File: src/rtl/wbuf_pkg.sv
// Shared types for the data-memory write buffer: FSM states, FIFO entry layout and
// the pointer-width helper used by the FIFO.
package wbuf_pkg;

    localparam int unsigned WBUF_DEPTH = 4;
    localparam int unsigned WBUF_AW    = 32;
    localparam int unsigned WBUF_DW    = 32;

    typedef enum logic [1:0] {IDLE, DRAIN, LOAD, RESP} state_e;

    // Entries keep only the word address; byte offsets are never compared.
    typedef struct packed {
        logic [WBUF_AW-3:0] word_addr;
        logic [WBUF_DW-1:0] data;
    } wbuf_entry_t;

    function automatic int unsigned ptr_w(input int unsigned depth);
        return (depth > 1) ? $clog2(depth) : 1;
    endfunction

    localparam int unsigned WBUF_PTR_W = ptr_w(WBUF_DEPTH);

endpackage

File: src/rtl/wbuf_fifo.sv
// Circular store FIFO; exposes every slot age-ordered from the head (index 0 = oldest)
// together with a valid vector so the parent can search for forwarding hits.
module wbuf_fifo
    import wbuf_pkg::*;
#(
    parameter int unsigned DEPTH = WBUF_DEPTH
) (
    input  logic             clk_i,
    input  logic             reset_i,
    input  logic             i_push,
    input  wbuf_entry_t      i_entry,
    input  logic             i_pop,
    output logic             o_full,
    output wbuf_entry_t      o_entries [DEPTH],
    output logic [DEPTH-1:0] o_valid
);

    localparam int unsigned    PTR_W    = ptr_w(DEPTH);
    localparam logic [PTR_W:0] FULL_CNT = (PTR_W+1)'(DEPTH);
    localparam logic [PTR_W:0] ONE_CNT  = (PTR_W+1)'(1);
    localparam logic [PTR_W-1:0] ONE_PTR = PTR_W'(1);

    logic [PTR_W-1:0] r_head;
    logic [PTR_W-1:0] r_tail;
    logic [PTR_W:0]   r_count;
    wbuf_entry_t      r_mem [DEPTH];
    logic             w_push;
    logic             w_pop;

    assign o_full = (r_count == FULL_CNT);
    // A full FIFO refuses the push even when the head pops on the same edge.
    assign w_push = i_push && !o_full;
    assign w_pop  = i_pop && (r_count != '0);

    always_ff @(posedge clk_i or posedge reset_i) begin
        if (reset_i) begin
            r_head  <= '0;
            r_tail  <= '0;
            r_count <= '0;
        end else begin
            if (w_push) begin
                r_tail <= r_tail + ONE_PTR;
            end
            if (w_pop) begin
                r_head <= r_head + ONE_PTR;
            end
            if (w_push && !w_pop) begin
                r_count <= r_count + ONE_CNT;
            end else if (w_pop && !w_push) begin
                r_count <= r_count - ONE_CNT;
            end
        end
    end

    always_ff @(posedge clk_i) begin
        if (w_push) begin
            r_mem[r_tail] <= i_entry;
        end
    end

    always_comb begin
        for (int i = 0; i < int'(DEPTH); i++) begin
            o_entries[i] = r_mem[r_head + PTR_W'(i)];
            o_valid[i]   = ((PTR_W+1)'(i) < r_count);
        end
    end

endmodule

File: src/rtl/dmem_write_buffer.sv
// Write buffer between the M stage and a slow req/ack data memory. Define LOAD_FORWARD_EN
// to forward loads from queued stores; otherwise loads wait for the buffer to empty.
module dmem_write_buffer
    import wbuf_pkg::*;
#(
    parameter int unsigned DEPTH = WBUF_DEPTH,
    parameter int unsigned AW    = WBUF_AW,
    parameter int unsigned DW    = WBUF_DW
) (
    input  logic          clk_i,
    input  logic          reset_i,
    input  logic [AW-1:0] addr_m_i,
    input  logic [DW-1:0] wdata_m_i,
    input  logic          memwrite_m_i,
    input  logic          memread_m_i,
    output logic [DW-1:0] readdata_m_o,
    output logic          stall_o,
    output logic          mem_req_o,
    output logic          mem_we_o,
    output logic [AW-1:0] mem_addr_o,
    output logic [DW-1:0] mem_wdata_o,
    input  logic          mem_ack_i,
    input  logic [DW-1:0] mem_rdata_i
);

    state_e           r_state;
    state_e           w_state_d;
    logic             r_req;
    logic             w_req_d;
    logic             r_we;
    logic             w_we_d;
    logic [AW-1:0]    r_addr;
    logic [AW-1:0]    w_addr_d;
    logic [DW-1:0]    r_wdata;
    logic [DW-1:0]    w_wdata_d;
    logic [DW-1:0]    r_rdata;
    logic [DW-1:0]    w_rdata_d;

    wbuf_entry_t      w_push_entry;
    wbuf_entry_t      w_entries [DEPTH];
    logic [DEPTH-1:0] w_valid;
    logic             w_full;
    logic             w_pop;
    logic             w_load;
    logic             w_load_miss;
    logic             w_fwd_hit;
    logic [DW-1:0]    w_fwd_data;
    logic [AW-3:0]    w_word_addr;

    assign w_word_addr  = addr_m_i[AW-1:2];
    assign w_push_entry = '{word_addr: w_word_addr, data: wdata_m_i};
    // A store and a load together cannot happen; if they do, the store wins.
    assign w_load       = memread_m_i && !memwrite_m_i;
    assign w_pop        = (r_state == DRAIN) && mem_ack_i;

    wbuf_fifo #(
        .DEPTH(DEPTH)
    ) u_fifo (
        .clk_i    (clk_i),
        .reset_i  (reset_i),
        .i_push   (memwrite_m_i),
        .i_entry  (w_push_entry),
        .i_pop    (w_pop),
        .o_full   (w_full),
        .o_entries(w_entries),
        .o_valid  (w_valid)
    );

`ifdef LOAD_FORWARD_EN
    // Head is the in-flight drain entry, so it is searched too; later slots are younger.
    always_comb begin
        w_fwd_hit  = 1'b0;
        w_fwd_data = '0;
        for (int i = 0; i < int'(DEPTH); i++) begin
            if (w_valid[i] && (w_entries[i].word_addr == w_word_addr)) begin
                w_fwd_hit  = 1'b1;
                w_fwd_data = w_entries[i].data;
            end
        end
    end
    assign w_load_miss = w_load && !w_fwd_hit && (r_state != RESP);
`else
    assign w_fwd_hit   = 1'b0;
    assign w_fwd_data  = '0;
    assign w_load_miss = w_load && !w_valid[0] && (r_state != DRAIN) && (r_state != RESP);
`endif

    always_comb begin
        w_state_d = r_state;
        w_req_d   = r_req;
        w_we_d    = r_we;
        w_addr_d  = r_addr;
        w_wdata_d = r_wdata;
        w_rdata_d = r_rdata;
        case (r_state)
            // The load seen in RESP is the one being answered, so it is masked out.
            IDLE, RESP: begin
                if (w_load_miss) begin
                    w_state_d = LOAD;
                    w_req_d   = 1'b1;
                    w_we_d    = 1'b0;
                    w_addr_d  = {w_word_addr, 2'b00};
                end else if (w_valid[0]) begin
                    w_state_d = DRAIN;
                    w_req_d   = 1'b1;
                    w_we_d    = 1'b1;
                    w_addr_d  = {w_entries[0].word_addr, 2'b00};
                    w_wdata_d = w_entries[0].data;
                end else begin
                    w_state_d = IDLE;
                    w_req_d   = 1'b0;
                end
            end
            DRAIN: begin
                if (mem_ack_i) begin
                    if (w_load_miss) begin
                        w_state_d = LOAD;
                        w_req_d   = 1'b1;
                        w_we_d    = 1'b0;
                        w_addr_d  = {w_word_addr, 2'b00};
                    end else if (w_valid[1]) begin
                        w_addr_d  = {w_entries[1].word_addr, 2'b00};
                        w_wdata_d = w_entries[1].data;
                    end else if (memwrite_m_i) begin
                        // Last entry pops while a new store lands: it becomes the next head.
                        w_addr_d  = {w_word_addr, 2'b00};
                        w_wdata_d = wdata_m_i;
                    end else begin
                        w_state_d = IDLE;
                        w_req_d   = 1'b0;
                    end
                end
            end
            LOAD: begin
                if (mem_ack_i) begin
                    w_state_d = RESP;
                    w_req_d   = 1'b0;
                    w_rdata_d = mem_rdata_i;
                end
            end
            default: begin
                w_state_d = IDLE;
                w_req_d   = 1'b0;
            end
        endcase
    end

    always_ff @(posedge clk_i or posedge reset_i) begin
        if (reset_i) begin
            r_state <= IDLE;
            r_req   <= 1'b0;
            r_we    <= 1'b0;
            r_addr  <= '0;
            r_wdata <= '0;
            r_rdata <= '0;
        end else begin
            r_state <= w_state_d;
            r_req   <= w_req_d;
            r_we    <= w_we_d;
            r_addr  <= w_addr_d;
            r_wdata <= w_wdata_d;
            r_rdata <= w_rdata_d;
        end
    end

    assign mem_req_o   = r_req;
    assign mem_we_o    = r_we;
    assign mem_addr_o  = r_addr;
    assign mem_wdata_o = r_wdata;

    assign stall_o = !reset_i && ((memwrite_m_i && w_full) ||
                                  (w_load && !w_fwd_hit && (r_state != RESP)));

    always_comb begin
        readdata_m_o = '0;
        if (w_load && w_fwd_hit) begin
            readdata_m_o = w_fwd_data;
        end else if (r_state == RESP) begin
            readdata_m_o = r_rdata;
        end
    end

endmodule
File: config.mk
export PLATFORM = sky130hd
export DESIGN_NAME = dmem_write_buffer
export DESIGN_NICKNAME = d
export VERILOG_FILES = /design/src/rtl/wbuf_pkg.sv /design/src/rtl/wbuf_fifo.sv /design/src/rtl/dmem_write_buffer.sv
export SDC_FILE = /design/constraint.sdc
export NUM_CORES = 1
export LEC_CHECK = 0
export BUFFER_PORTS_ARGS = -buffer_cell sky130_fd_sc_hd__buf_2
export CORE_MARGIN = 8
export CORE_UTILIZATION = 55
export CTS_CLUSTER_DIAMETER = 100
export DETAILED_ROUTE_END_ITERATION = 10
export MAX_ROUTING_LAYER = met4
export PLACE_DENSITY = 0.88
export SYNTH_ARGS = -nofsm -noshare
export SYNTH_HDL_FRONTEND = slang
export SYNTH_SLANG_ARGS = --single-unit
export TNS_END_PERCENT = 5
File: constraint.sdc
create_clock -name clk_i -period 3.8 [get_ports clk_i]
set_input_delay 0.76 -clock clk_i [delete_from_list [all_inputs] [get_ports clk_i]]
set_output_delay 0.76 -clock clk_i [all_outputs]
set_load 0.05 [all_outputs]
==> metrics.md <==
| Metric | Value |
|---|---|
| Status | completed |
| Non-Filler Instances | 1,663 |
| Total wire length | 41.40 mm |
| I/O pin cnt | 200 |
| CTS Buf Count | 37 |
| Fill count | 2,114 |
| Largest net degree at the start of global routing | 67 |
| Reg-to-reg slack, setup | 0.79 ns |
| Flops & latches, synth | between 300 and 400 |
| Reg2Reg Launch Point | u_fifo.r_count[1]$_DFFE_PP0P_ |
| WP data arrival | 2.60 ns |
| Maximum fanout along the worst path | 33 |
| Startpoint Class | flip-flop |
| Post-synth EDFFs | 248 |
| Fin area | just under 0.02 mm² |
| Reg2Reg Capture Point | mem_wdata_o[15]$_DFFE_PP0P_ |
| Unique masters post-synth | 50 |
| Slowest CP cell | ha_1 |
| Fmax | 0.2973 GHz |
| Critical Path RT | 3.04 ns |
| Minimum clock period | 3.364 ns |
| Worst Path Buf+Inv | 1 |
| Top cell type's share of synthesized area | 44.08% |
| Drt wl/cell | about 25 µm |
| Buffer count from post-CTS setup fixing | 0 |
| Synth area leaders | edfxtp_1 (44%), mux4_2 (17%), dfrtp_1 (16%), mux2_4 (2.6%), mux2_2 (2.3%) |
| Core area | 0.03043 mm² |
| Die W | 191.3 µm |
| Min-delay worst type | input pin to asynchronous set/reset pin |
| Nets | 1,343 |
| Worst Clk Skew | 0.01411 ns |
| Post-synth top flop | edfxtp_1 |
| Initial core utilization | 55.52% |
| Initial antenna violation count | 8 |
| Leak Pwr | 7.157 nW |
| Final Max Slew Viols | 0 |
| Num Clock Sinks | approximately 350 |
| HPWL Detailed | 25.35 mm |
| Gpl congestion | between 0.8 and 0.9 |
| Global-route wire length before repair | between 60 and 70 mm |
| Rel. slew slack | between 30 and 40% |
| Worst skew pair latency | roughly 0.51 ns |
| DRC | 0 |
| Sequential area share after synthesis | 59.64% |
| Synth area leader | edfxtp_1 |
| Placed inst area | 0.01823 mm² |
| Crit Path Category | flip-flop to output port |
| Clock Pin Slew Worst Setup and Hold Paths | 0.06 ns |
| Ys async rst share | 29.75% |
| Commonest non-fill, non-tap cell in the layout | edfxtp_1 |
| Final core utilization | 63.80% |
| TritonCTS clock tree | done |
| Post-cts sizing count | 0 |
| Fin crit share | 88.53% |
| Vias per cell | 6.532 |
| Via Count | roughly 11,000 |
| First-pass detailed-route iteration total | 5 |
| YS warnings | 0 |
| Crit-path cells | ha_1 -> nor2b_2 -> nand2b_1 -> a21oi_1 -> buf_2 |
| Placed cell count | between 1,500 and 2,000 |
| Worst-Margin Slew | 0.9926 ns |
| Reg2Reg Depth | 7 |
| RSZ-0062 raised after global routing | no |
| Tot Pwr | about 19 mW |
| Layout area overhead | 14.92% |
| Fraction of layout cells with a size suffix above 1 | approximately two fifths |
| Remaining global-route overflow | 0 |
| Crit. End Element | output port |
| Antenna-violating nets left | 0 |
| Max-cap violation count | 0 |
| Die H | 191.3 µm |
| Endpoints failing setup | 0 |
| Most frequent cells in the layout | edfxtp_1 (248), buf_2 (195), mux4_2 (124), dfrtp_1 (102), o21ai_0 (57) |
| Max Root-Sink Buffers | 3 |
| Total track usage | a little under a quarter |
| # rows | 64 |
| Die area | ~0.037 mm² |
| Cells after synthesis | 1,060 |
| Hold_buf cts | 0 |
| Final Hold Viols | 0 |
| Cell Pwr Density | 971.0 mW/mm² |
| Synth Cell Area | 0.01689 mm² |
| H-tree Lvls | 2 |
| CP top delay family | simple AND/OR/NAND/NOR gates |
| Final setup TNS | 0 ns |
| Maximum VDD drop | 0.5713 mV |
| Vias in the first global route | about 11,000 |
| PortBufs | roughly 200 |
| CTS Root Cell | clkbuf_16 |
| Synth Area per Inst | 15.94 µm² |
| DRT iter0 DRCs | 890 |
| Critical Path Max Stage Delay | ~0.56 ns |
==> cells by family after synthesis <==
family | count (synthesis) | synth area share, %
multiplexers | 190 | 21.56
other | 1 | 0.02220
adder cells (fa/ha/maj) | 13 | 0.9628
AND/OR/NAND/NOR | 160 | 5.073
XOR/XNOR | 6 | 0.3111
buffers and inverters | 107 | 3.244
flip-flops | 353 | 59.64
AO/OA/AOI/OAI | 230 | 9.191
==> state kept, by name (all words and copies together) (netlist names) <==
| register | count |
|---|---|
| u_fifo.r_mem | 248 |
| mem_wdata_o | 32 |
| r_rdata | 32 |
| mem_addr_o | 30 |
| u_fifo.r_count | 3 |
| r_state | 2 |
| u_fifo.r_head | 2 |
| u_fifo.r_tail | 2 |
| mem_req_o | 1 |
| mem_we_o | 1 |
==> routing by layer <==
| metal | global-route usage (%) | vias to the layer above | share of wire (%) |
|---|---|---|---|
| met5 | - | - | 0 |
| li1 | - | 4613 | - |
| met1 | 28.05 | 5563 | 38 |
| met4 | 9.266 | 0 | 2.6 |
| met2 | 36.91 | 593 | 50 |
| met3 | 4.779 | 94 | 9.1 |
==> metrics by stage <==
stage / setup slack, ns / hold WS, ns
floorplan: 0.2795 / 0.4706
global placement: 0.8988 / 0.4768
detailed placement: 0.8401 / 0.4848
CTS: 0.4491 / 0.4565
global route: 0.2719 / 0.4612
finish: 0.4358 / 0.4551
==> report_power, final <==
group	switching, mW	internal (mW)	leakage, nW
clock	1.42	2.01	0.572
sequential	0.877	5.36	3.50
combinational	5.35	3.84	3.09
total	7.65	11.2	7.16
==> synthesized netlist by cell type (2+ instances only) <==
cell and n:
o211ai_1 30, nor2_1 33, buf_6 11, mux2_4 29, ha_1 13, mux2i_1 2, and3_1 20, a31oi_1 31
o31ai_2 9, buf_1 6, nor2b_1 2, xnor2_1 4, mux2_2 35, mux4_2 124, a21oi_1 16, buf_4 8
a211oi_1 21, a21oi_2 2, and2_1 37, buf_2 26, o31ai_1 22, nand3_1 55, xor2_1 2, a2bb2oi_1 2
inv_1 10, edfxtp_1 248, or2_2 2, clkbuf_1 44, dfrtp_1 105, o22ai_1 10, o21ai_0 57, a21boi_0 21
nand2_1 6
==> worst max-delay path by stage <==
stage / endpoint / startpoint / depth (start not counted)
finish: stall_o / r_state[0]$_DFFE_PP0P_ / 5
global route: stall_o / r_state[0]$_DFFE_PP0P_ / 5
CTS: stall_o / r_state[0]$_DFFE_PP0P_ / 5
detailed placement: mem_wdata_o[15]$_DFFE_PP0P_ / u_fifo.r_count[1]$_DFFE_PP0P_ / 7
global placement: mem_wdata_o[15]$_DFFE_PP0P_ / u_fifo.r_count[1]$_DFFE_PP0P_ / 7
floorplan: mem_addr_o[10]$_DFFE_PP0P_ / reset_i / 1
==> final cells by class <==
cell class	count	area (µm²)	share of cell area, %
Sequential cell	353	10080	51.94
Multi-Input combinational cell	601	6321	32.56
Timing Repair Buffer	225	1289	6.638
Clock buffer	52	1055	5.433
Tap cell	396	495.5	2.552
Clock inverter	16	105.1	0.5413
Inverter	11	43.79	0.2256
Antenna cell	9	22.52	0.1160
Note: power is estimated with default switching activity, not from simulation.
